## src/rtl/spi_lcd_target.sv

```systemverilog
// Panel-side receiver for a 4-wire SPI LCD link: oversampled SPI, ST7789-style command subset, RGB565 pixel writes.
// Optional RDDID readback on LCD_miso when SPI_LCD_TARGET_READ_EN is defined; otherwise LCD_miso is tied low.
module spi_lcd_target #(
   parameter int W     = 240,
   parameter int H     = 240,
   parameter int FREQ  = 25_000_000,
   parameter int DELAY = 120,
   localparam int XW   = $clog2(W),
   localparam int YW   = $clog2(H)
) (
   input  logic          reset,
   input  logic          clock,
   input  logic          LCD_reset_n,
   input  logic          LCD_clock,
   input  logic          LCD_cs_n,
   input  logic          LCD_dc,
   input  logic          LCD_mosi,
   output logic          LCD_miso,
   output logic [XW-1:0] px_x,
   output logic [YW-1:0] px_y,
   output logic [15:0]   px_data,
   output logic          px_put,
   input  logic          px_full,
   output logic          sleep,
   output logic          disp_on,
   output logic          busy,
   output logic          error,
   output logic          overrun
);
   localparam int TIMEOUT = DELAY * (FREQ / 1000);
   localparam int TW      = $clog2(TIMEOUT + 1);

   typedef enum logic [1:0] {IDLE, CASET, RASET, RAMWR} state_t;

   typedef struct packed {
      logic [15:0] xs, xe, ys, ye, x, y;
      state_t      state;
      logic [2:0]  pidx;
      logic        hi_valid;
      logic [7:0]  hi;
      logic        sleep;
      logic        disp_on;
   } regs_t;

   localparam regs_t REGS_RST = '{xs: 16'd0, xe: 16'(W - 1), ys: 16'd0, ye: 16'(H - 1),
                                  x: 16'd0, y: 16'd0, state: IDLE, pidx: 3'd0,
                                  hi_valid: 1'b0, hi: 8'd0, sleep: 1'b1, disp_on: 1'b0};
   // Synchronizer bit order: {reset_n, sck, cs_n, dc, mosi}
   localparam logic [4:0] SYNC_IDLE = 5'b10100;

   logic [4:0]    r_sync1, r_sync2;
   logic          r_sck_d;
   logic [6:0]    r_shift;
   logic [2:0]    r_bitcnt;
   logic          r_byte_valid, r_byte_dc;
   logic [7:0]    r_byte;
   regs_t         r_st;
   logic [TW-1:0] r_timer;
   logic          r_px_put, r_error, r_overrun;
   logic [XW-1:0] r_px_x;
   logic [YW-1:0] r_px_y;
   logic [15:0]   r_px_data;

   logic       w_lrst, w_sck, w_cs_n, w_dc, w_mosi, w_rise;
   logic [7:0] w_byte_full;

   assign w_lrst      = ~r_sync2[4];
   assign w_sck       = r_sync2[3];
   assign w_cs_n      = r_sync2[2];
   assign w_dc        = r_sync2[1];
   assign w_mosi      = r_sync2[0];
   assign w_rise      = w_sck & ~r_sck_d;
   assign w_byte_full = {r_shift, w_mosi};

   always_ff @(posedge clock) begin
      if (reset) begin
         r_sync1      <= SYNC_IDLE;
         r_sync2      <= SYNC_IDLE;
         r_sck_d      <= 1'b0;
         r_shift      <= 7'd0;
         r_bitcnt     <= 3'd0;
         r_byte_valid <= 1'b0;
         r_byte       <= 8'd0;
         r_byte_dc    <= 1'b0;
      end else begin
         r_sync1      <= {LCD_reset_n, LCD_clock, LCD_cs_n, LCD_dc, LCD_mosi};
         r_sync2      <= r_sync1;
         r_sck_d      <= w_sck;
         r_byte_valid <= 1'b0;
         if (w_lrst || w_cs_n) begin
            r_bitcnt <= 3'd0;
         end else if (w_rise) begin
            r_shift  <= w_byte_full[6:0];
            r_bitcnt <= r_bitcnt + 3'd1;
            if (r_bitcnt == 3'd7) begin
               r_byte_valid <= 1'b1;
               r_byte       <= w_byte_full;
               r_byte_dc    <= w_dc;
            end
         end
      end
   end

   always_ff @(posedge clock) begin
      if (reset) begin
         r_st      <= REGS_RST;
         r_timer   <= '0;
         r_px_put  <= 1'b0;
         r_px_x    <= '0;
         r_px_y    <= '0;
         r_px_data <= 16'd0;
         r_error   <= 1'b0;
         r_overrun <= 1'b0;
      end else begin
         r_px_put <= 1'b0;
         if (r_timer != '0)
            r_timer <= r_timer - 1'b1;
         // Held panel reset keeps the busy window loaded so it only counts after release
         if (w_lrst) begin
            r_st    <= REGS_RST;
            r_timer <= TW'(TIMEOUT);
         end else if (r_byte_valid) begin
            if (r_timer != '0) begin
               r_error <= 1'b1;
            end else if (!r_byte_dc) begin
               r_st.state    <= IDLE;
               r_st.pidx     <= 3'd0;
               r_st.hi_valid <= 1'b0;
               case (r_byte)
                  8'h01: begin r_st <= REGS_RST; r_timer <= TW'(TIMEOUT); end
                  8'h10: begin r_st.sleep <= 1'b1; r_timer <= TW'(TIMEOUT); end
                  8'h11: begin r_st.sleep <= 1'b0; r_timer <= TW'(TIMEOUT); end
                  8'h28: r_st.disp_on <= 1'b0;
                  8'h29: r_st.disp_on <= 1'b1;
                  8'h2A: r_st.state <= CASET;
                  8'h2B: r_st.state <= RASET;
                  8'h2C: begin r_st.state <= RAMWR; r_st.x <= r_st.xs; r_st.y <= r_st.ys; end
                  default: ;
               endcase
            end else begin
               case (r_st.state)
                  CASET, RASET: begin
                     if (!r_st.pidx[2]) begin
                        r_st.pidx <= r_st.pidx + 3'd1;
                        case ({r_st.state == RASET, r_st.pidx[1:0]})
                           3'b000: r_st.xs[15:8] <= r_byte;
                           3'b001: r_st.xs[7:0]  <= r_byte;
                           3'b010: r_st.xe[15:8] <= r_byte;
                           3'b011: r_st.xe[7:0]  <= r_byte;
                           3'b100: r_st.ys[15:8] <= r_byte;
                           3'b101: r_st.ys[7:0]  <= r_byte;
                           3'b110: r_st.ye[15:8] <= r_byte;
                           default: r_st.ye[7:0] <= r_byte;
                        endcase
                     end
                  end
                  RAMWR: begin
                     if (!r_st.hi_valid) begin
                        r_st.hi       <= r_byte;
                        r_st.hi_valid <= 1'b1;
                     end else begin
                        r_st.hi_valid <= 1'b0;
                        if (r_st.x < 16'(W) && r_st.y < 16'(H)) begin
                           if (px_full) begin
                              r_overrun <= 1'b1;
                           end else begin
                              r_px_put  <= 1'b1;
                              r_px_x    <= r_st.x[XW-1:0];
                              r_px_y    <= r_st.y[YW-1:0];
                              r_px_data <= {r_st.hi, r_byte};
                           end
                        end
                        // Cursor advances even for dropped pixels so the stream stays aligned
                        if (r_st.x == r_st.xe) begin
                           r_st.x <= r_st.xs;
                           r_st.y <= (r_st.y == r_st.ye) ? r_st.ys : r_st.y + 16'd1;
                        end else begin
                           r_st.x <= r_st.x + 16'd1;
                        end
                     end
                  end
                  default: ;
               endcase
            end
         end
      end
   end

`ifdef SPI_LCD_TARGET_READ_EN
   logic        w_fall;
   logic        r_rd_active, r_miso;
   logic [31:0] r_rd_shift;

   assign w_fall = ~w_sck & r_sck_d;

   // Armed on the 8th rise of RDDID so the first falling edge already shifts a dummy bit
   always_ff @(posedge clock) begin
      if (reset) begin
         r_rd_active <= 1'b0;
         r_rd_shift  <= 32'd0;
         r_miso      <= 1'b0;
      end else if (w_lrst || w_cs_n) begin
         r_rd_active <= 1'b0;
         r_miso      <= 1'b0;
      end else if (w_rise && r_bitcnt == 3'd7 && !w_dc && w_byte_full == 8'h04 && r_timer == '0) begin
         r_rd_active <= 1'b1;
         r_rd_shift  <= {8'h00, 24'h858552};
      end else if (w_fall && r_rd_active) begin
         r_miso     <= r_rd_shift[31];
         r_rd_shift <= {r_rd_shift[30:0], 1'b0};
      end
   end

   assign LCD_miso = r_miso;
`else
   assign LCD_miso = 1'b0;
`endif

   assign px_put  = r_px_put;
   assign px_x    = r_px_x;
   assign px_y    = r_px_y;
   assign px_data = r_px_data;
   assign sleep   = r_st.sleep;
   assign disp_on = r_st.disp_on;
   assign busy    = (r_timer != '0);
   assign error   = r_error;
   assign overrun = r_overrun;
endmodule

```

## config.mk

```make
export PLATFORM = sky130hd
export DESIGN_NAME = spi_lcd_target
export DESIGN_NICKNAME = d
export VERILOG_FILES = /design/src/rtl/spi_lcd_target.sv
export SDC_FILE = /design/constraint.sdc
export NUM_CORES = 1
export LEC_CHECK = 0
export CAP_MARGIN = 20
export CELL_PAD_IN_SITES_DETAIL_PLACEMENT = 1
export CELL_PAD_IN_SITES_GLOBAL_PLACEMENT = 2
export CORE_ASPECT_RATIO = 1.75
export CORE_MARGIN = 5
export CORE_UTILIZATION = 35
export DETAILED_ROUTE_END_ITERATION = 8
export PLACE_DENSITY_LB_ADDON = 0.25
export RECOVER_POWER = 50
export SLEW_MARGIN = 20
export SYNTH_ARGS = -nofsm -noshare
export SYNTH_HDL_FRONTEND = slang
export SYNTH_SLANG_ARGS = --single-unit
```

## constraint.sdc

```tcl
create_clock -name clock -period 3.09 [get_ports clock]
set_input_delay 0.618 -clock clock [delete_from_list [all_inputs] [get_ports clock]]
set_output_delay 0.618 -clock clock [all_outputs]
set_load 0.005 [all_outputs]
```

* After elaboration in Yosys (flattened, before gate mapping)
Cells that the tools add are included. Widths: inputs -> output; s select.
Word-level totals: register bits after elaboration 200, word-level logic and storage cells 161, input bits 8, output and inout port bits 39
Operators by class: reductions and logical operators 39, equality and inequality tests 34, bitwise gates (word level) 12, muxes and demuxes 36, $lt $le $gt $ge 2, add/subtract/negate cells 5
Operator list (number):
- $mux 64 | 3
- $mux 22 | 6
- $mux 96 | 1
- $mux 8 | 10
- $mux 32 | 2
- $pmux 32 s2 | 1
- $reduce_and 6->1 | 9
- $mux 16 | 3
- $eq 8x6->1 const B | 5
- $add 16x1->16 const B | 2
- $eq 16x16->1 | 2
- $lt 16x8->1 const B | 2
- $ne 2x1->1 const B | 11
- $reduce_bool 22->1 | 1
- $sub 22x1->22 const B | 1
- $eq 8x5->1 const B | 2
- $reduce_and 8->1 | 2
- $reduce_and 3->1 | 5
- $eq 3x3->1 const B | 4
- $mux 12 | 1
- $reduce_and 4->1 | 3
- $not 1->1 | 11
- $reduce_and 5->1 | 2
- $reduce_or 2->1 | 5
- other kinds (22) | 34

* Depth between registers and ports, before layout
word-level depth 7, mapped depth 10, depth with buffers taken out 8

* Worst setup path after synthesis
Ideal clock, no wire load.
path type register to register, start point reg r_timer[8], end point reg r_st[36] (netlist name), path slack 361 ps, cell stages (with the launch flop) 8, data required time 2970 ps, period minus slack after synthesis 2729 ps, data arrival time 2610 ps, path buffers 1, library setup time 120 ps, path through dfxtp_1 or4_4 or4_1 buf_2 or3_4 a211oi_2 a21oi_1 o31a_1
Between the ends: word-level cells in the longest chain between the ends 3
RTL lines:
- from (decl) | line 58 | logic [TW-1:0] r_timer;
- from (signal assigned) | line 117 | r_timer <= r_timer - 1'b1;
- from (signal assigned) | line 121 | r_timer <= TW'(TIMEOUT);
- $reduce_bool 22->1 | line 123 | if (r_timer != '0) begin
- $not 1->1 (no line)
- $reduce_and 5->1 (no line)
- to (decl) | line 57 | regs_t r_st;
No other way between the ends. A chain may end at the register's enable or synchronous reset.

* Worst setup path in the final report
start point reg r_timer[8], end point reg r_px_data[7] (netlist: px_data[7])
Between the ends: word-level cells in the longest chain between the ends 3
RTL lines:
- $reduce_bool 22->1 | line 123
- $not 1->1 (no line)
- $reduce_and 8->1 (no line)
- to (signal assigned) | line 170 | r_px_data <= {r_st.hi, r_byte};
- to (decl) | line 62 | logic [15:0] r_px_data;
No other way between the ends.

==> impl_metrics.ini <==
[die]
dieHeight_um = 224
initial_utilization = 0.354
ioPinCount = 47
dieArea_um2 = 29700
design.core.area_um2 = 26000
dieWidth_um = 132
rows = 78

[clocking]
insertion_delay_ns = 0.45
clock_path_buffers = 2
tritoncts = done
cts_num_sinks = 200
root_buffer = clkbuf_16
cts_hold_buf = 0
clk_pin_slew_ns = 0.08
numCtsBuffers = 17
htreeDepth = 4

[sta]
setup_violations = 0
finClkSkew_ns = 0.0114
drv_slew = 44
hold-worst-slack_ns = 0.413
finalHoldViolCount = 0
min_period_ns = 2.92
tns_ns = 0
tightest_slew_ns = 1.89
grt_setup_unrepaired = false
relSlewSlack = -0.260
fin_crit_sh = 0.944
max_freq_mhz = 343

[min_path]
hp-class = flop to flop
worstHoldPathCells = 1

[yosys]
synth_xor_area_frac = 0.0582
synth_top_area_frac = 0.436
synth_area_leaders = dfxtp_1 44%, mux2i_1 9.3%, nand2_1 5.6%
synth_edf_count = 0
yosysWarnings = 0
muxShareOfSynthArea = 0.0963
ys_seq_area_frac = 0.436
synthAdderAreaFrac = 0.0150
synth-simple-area-share = 0.231
synth_compound_area_frac = 0.122
async_flop_share = 0
synth_cell_type_count = 65
yosysTopAreaCell = dfxtp_1
syn_inst = 1068
avgSynthCellArea_um2 = 8.60
synth-seq-cells = 200
synth_fp_nets = 1087
syn-cell-area_um2 = 9180
synth_top_family_by_area = simple AND/OR/NAND/NOR gates
synthFlopType = dfxtp_1

[outcome]
violations = capacitance limit, slew limit
status = finished with violations

[global_route]
antenna_found_initial = 0
grt_pass1_wl_um = 46000
grt_pass1_vias = 8060
grt_max_degree = 56
gr-total-overflow = 0
track_usage = 0.200

[placed_design]
routabilityCongestion = 0.809
io_buffer_count = 45
dpl.hpwl_um = 21800

[cells_and_area]
fin_nets = 1124
area_delta_synth_final_pct = 17.0
final_common_cell = dfxtp_1
final_cell_mix = 200 x dfxtp_1, 133 x nand2_1, 109 x nor2_1
nFillCells = 3029
num_antenna_cells = 0
drive_gt1_frac = 0.0976

[route]
drt_iter0_drc = 316
drcViolationCount = 0
vias_per_cell = 5.41
routed_wirelength_um = 29400
dr.pass1.iters = 6
via_count = 7775
antenna_left = 0
avgRoutedWirePerCell_um = 20.5

[job]
maxCapViolations = 1

[power_and_ir_drop]
power_density_nw_per_um2 = 584
leakagePower_nw = 4.42
vdd.ir_drop.worst_mv = 0.508

[critical_path]
r2r_cells = 9
cp.required_ns = 3.35
endpoint_kind = flop
critPathKind = flop to flop
worstPathArrival_ns = 3.17
worst-path-max-fanout = 32
reg2reg_slack_ns = 0.17
startpoint_type = flop
[area by class of cell]
cell class,count,area [um^2],share of cell area
inverters,14,52.6,0.00489
well taps,320,400,0.0373
flip-flops and latches,200,4000,0.373
clock inverters,11,163,0.0151
multi-input cells,776,4830,0.450
repair buffers,96,833,0.0776
clock buffers,20,457,0.0425
[path summary, 6_finish.rpt]
kind,start,to
max,r_timer[8]$_SDFF_PP0_,px_data[7]$_SDFFE_PP0P_
min,r_sync1[4]$_SDFF_PP1_,r_sync2[4]$_SDFF_PP1_
max reg2reg,r_timer[8]$_SDFF_PP0_,px_data[7]$_SDFFE_PP0P_
min reg2reg,r_sync1[4]$_SDFF_PP1_,r_sync2[4]$_SDFF_PP1_
[cell usage after synthesis (all sizes together) (7+ instances only)]
| cell type | number |
|---|---|
| o21ai | 37 |
| or3 | 7 |
| nand2 | 137 |
| nor2b | 15 |
| nand4 | 26 |
| and2 | 13 |
| xnor2 | 32 |
| a31oi | 15 |
| a21oi | 80 |
| inv | 14 |
| xor2 | 29 |
| mux2i | 85 |
| clkbuf | 66 |
| nand3 | 29 |
| and3 | 8 |
| nor4 | 21 |
| nor2 | 109 |
| ha | 11 |
| nand2b | 16 |
| buf | 12 |
| or4 | 7 |
| dfxtp | 200 |
| a21o | 8 |
| nor3 | 23 |
[flip-flops by register name, summed over array words and instances, names as in the netlist]
name          count
r_byte            8
px_put            1
r_sync1           5
overrun           1
r_timer          22
r_sync2           5
r_byte_dc         1
r_st            110
px_x              8
disp_on           1
px_y              8
r_bitcnt          3
r_shift           7
px_data          16
sleep             1
r_byte_valid      1
r_sck_d           1
error             1
[logic make-up (layout without fill, tap and decap cells)]
family / Yosys count / in the layout
AO/OA/AOI/OAI: 181 / 181
flip-flops: 200 / 200
AND/OR/NAND/NOR: 434 / 434
buffers and inverters: 92 / 141
multiplexers: 88 / 88
XOR/XNOR: 61 / 61
adder cells (fa/ha/maj): 11 / 11
other: 1 / 1
[where the power goes]
part           switching, mW  internal, mW
Clock                   1.04          1.33
Sequential             0.121          2.70
Combinational          0.617         0.463
Total                   1.78          4.49
[through the flow]
stage	total power, mW	util	cell area (um^2)	setup slack [ns]	instances
CTS	6.37	0.415	10800	0.0199	1437
global route	6.60	0.414	10700	0.0334	1437
detailed placement	3.97	0.391	10100	0.0938	1406
floorplan	3.66	-	9180	0.361	1068
global placement	3.96	0.391	10100	0.192	1406
finish	6.28	0.414	10700	0.172	1437
[critical path: stages, from the launching register on]
cell and delay [ns]:
dfxtp_1 0.33, or4_4 0.58, or4_1 0.57, buf_4 0.19
nor3_1 0.28, buf_4 0.21, nand4b_1 0.10, buf_4 0.26
nand2_1 0.12, a21oi_1 0.06
[metal layers]
metal / global-route usage / share of wire / up-vias
met5: 0 / 0 / -
met4: 0.0886 / 0.037 / 0
met3: 0.0342 / 0.027 / 43
met2: 0.387 / 0.56 / 98
met1: 0.208 / 0.38 / 3860
li1: - / - / 3774
[repair_timing]
action	4_1_cts	5_1_grt
setup endpoints to repair	0	21
setup buffers	0	0
resized for setup	0	6
hold endpoints to repair	0	0
(Power assumes the default switching activity.)
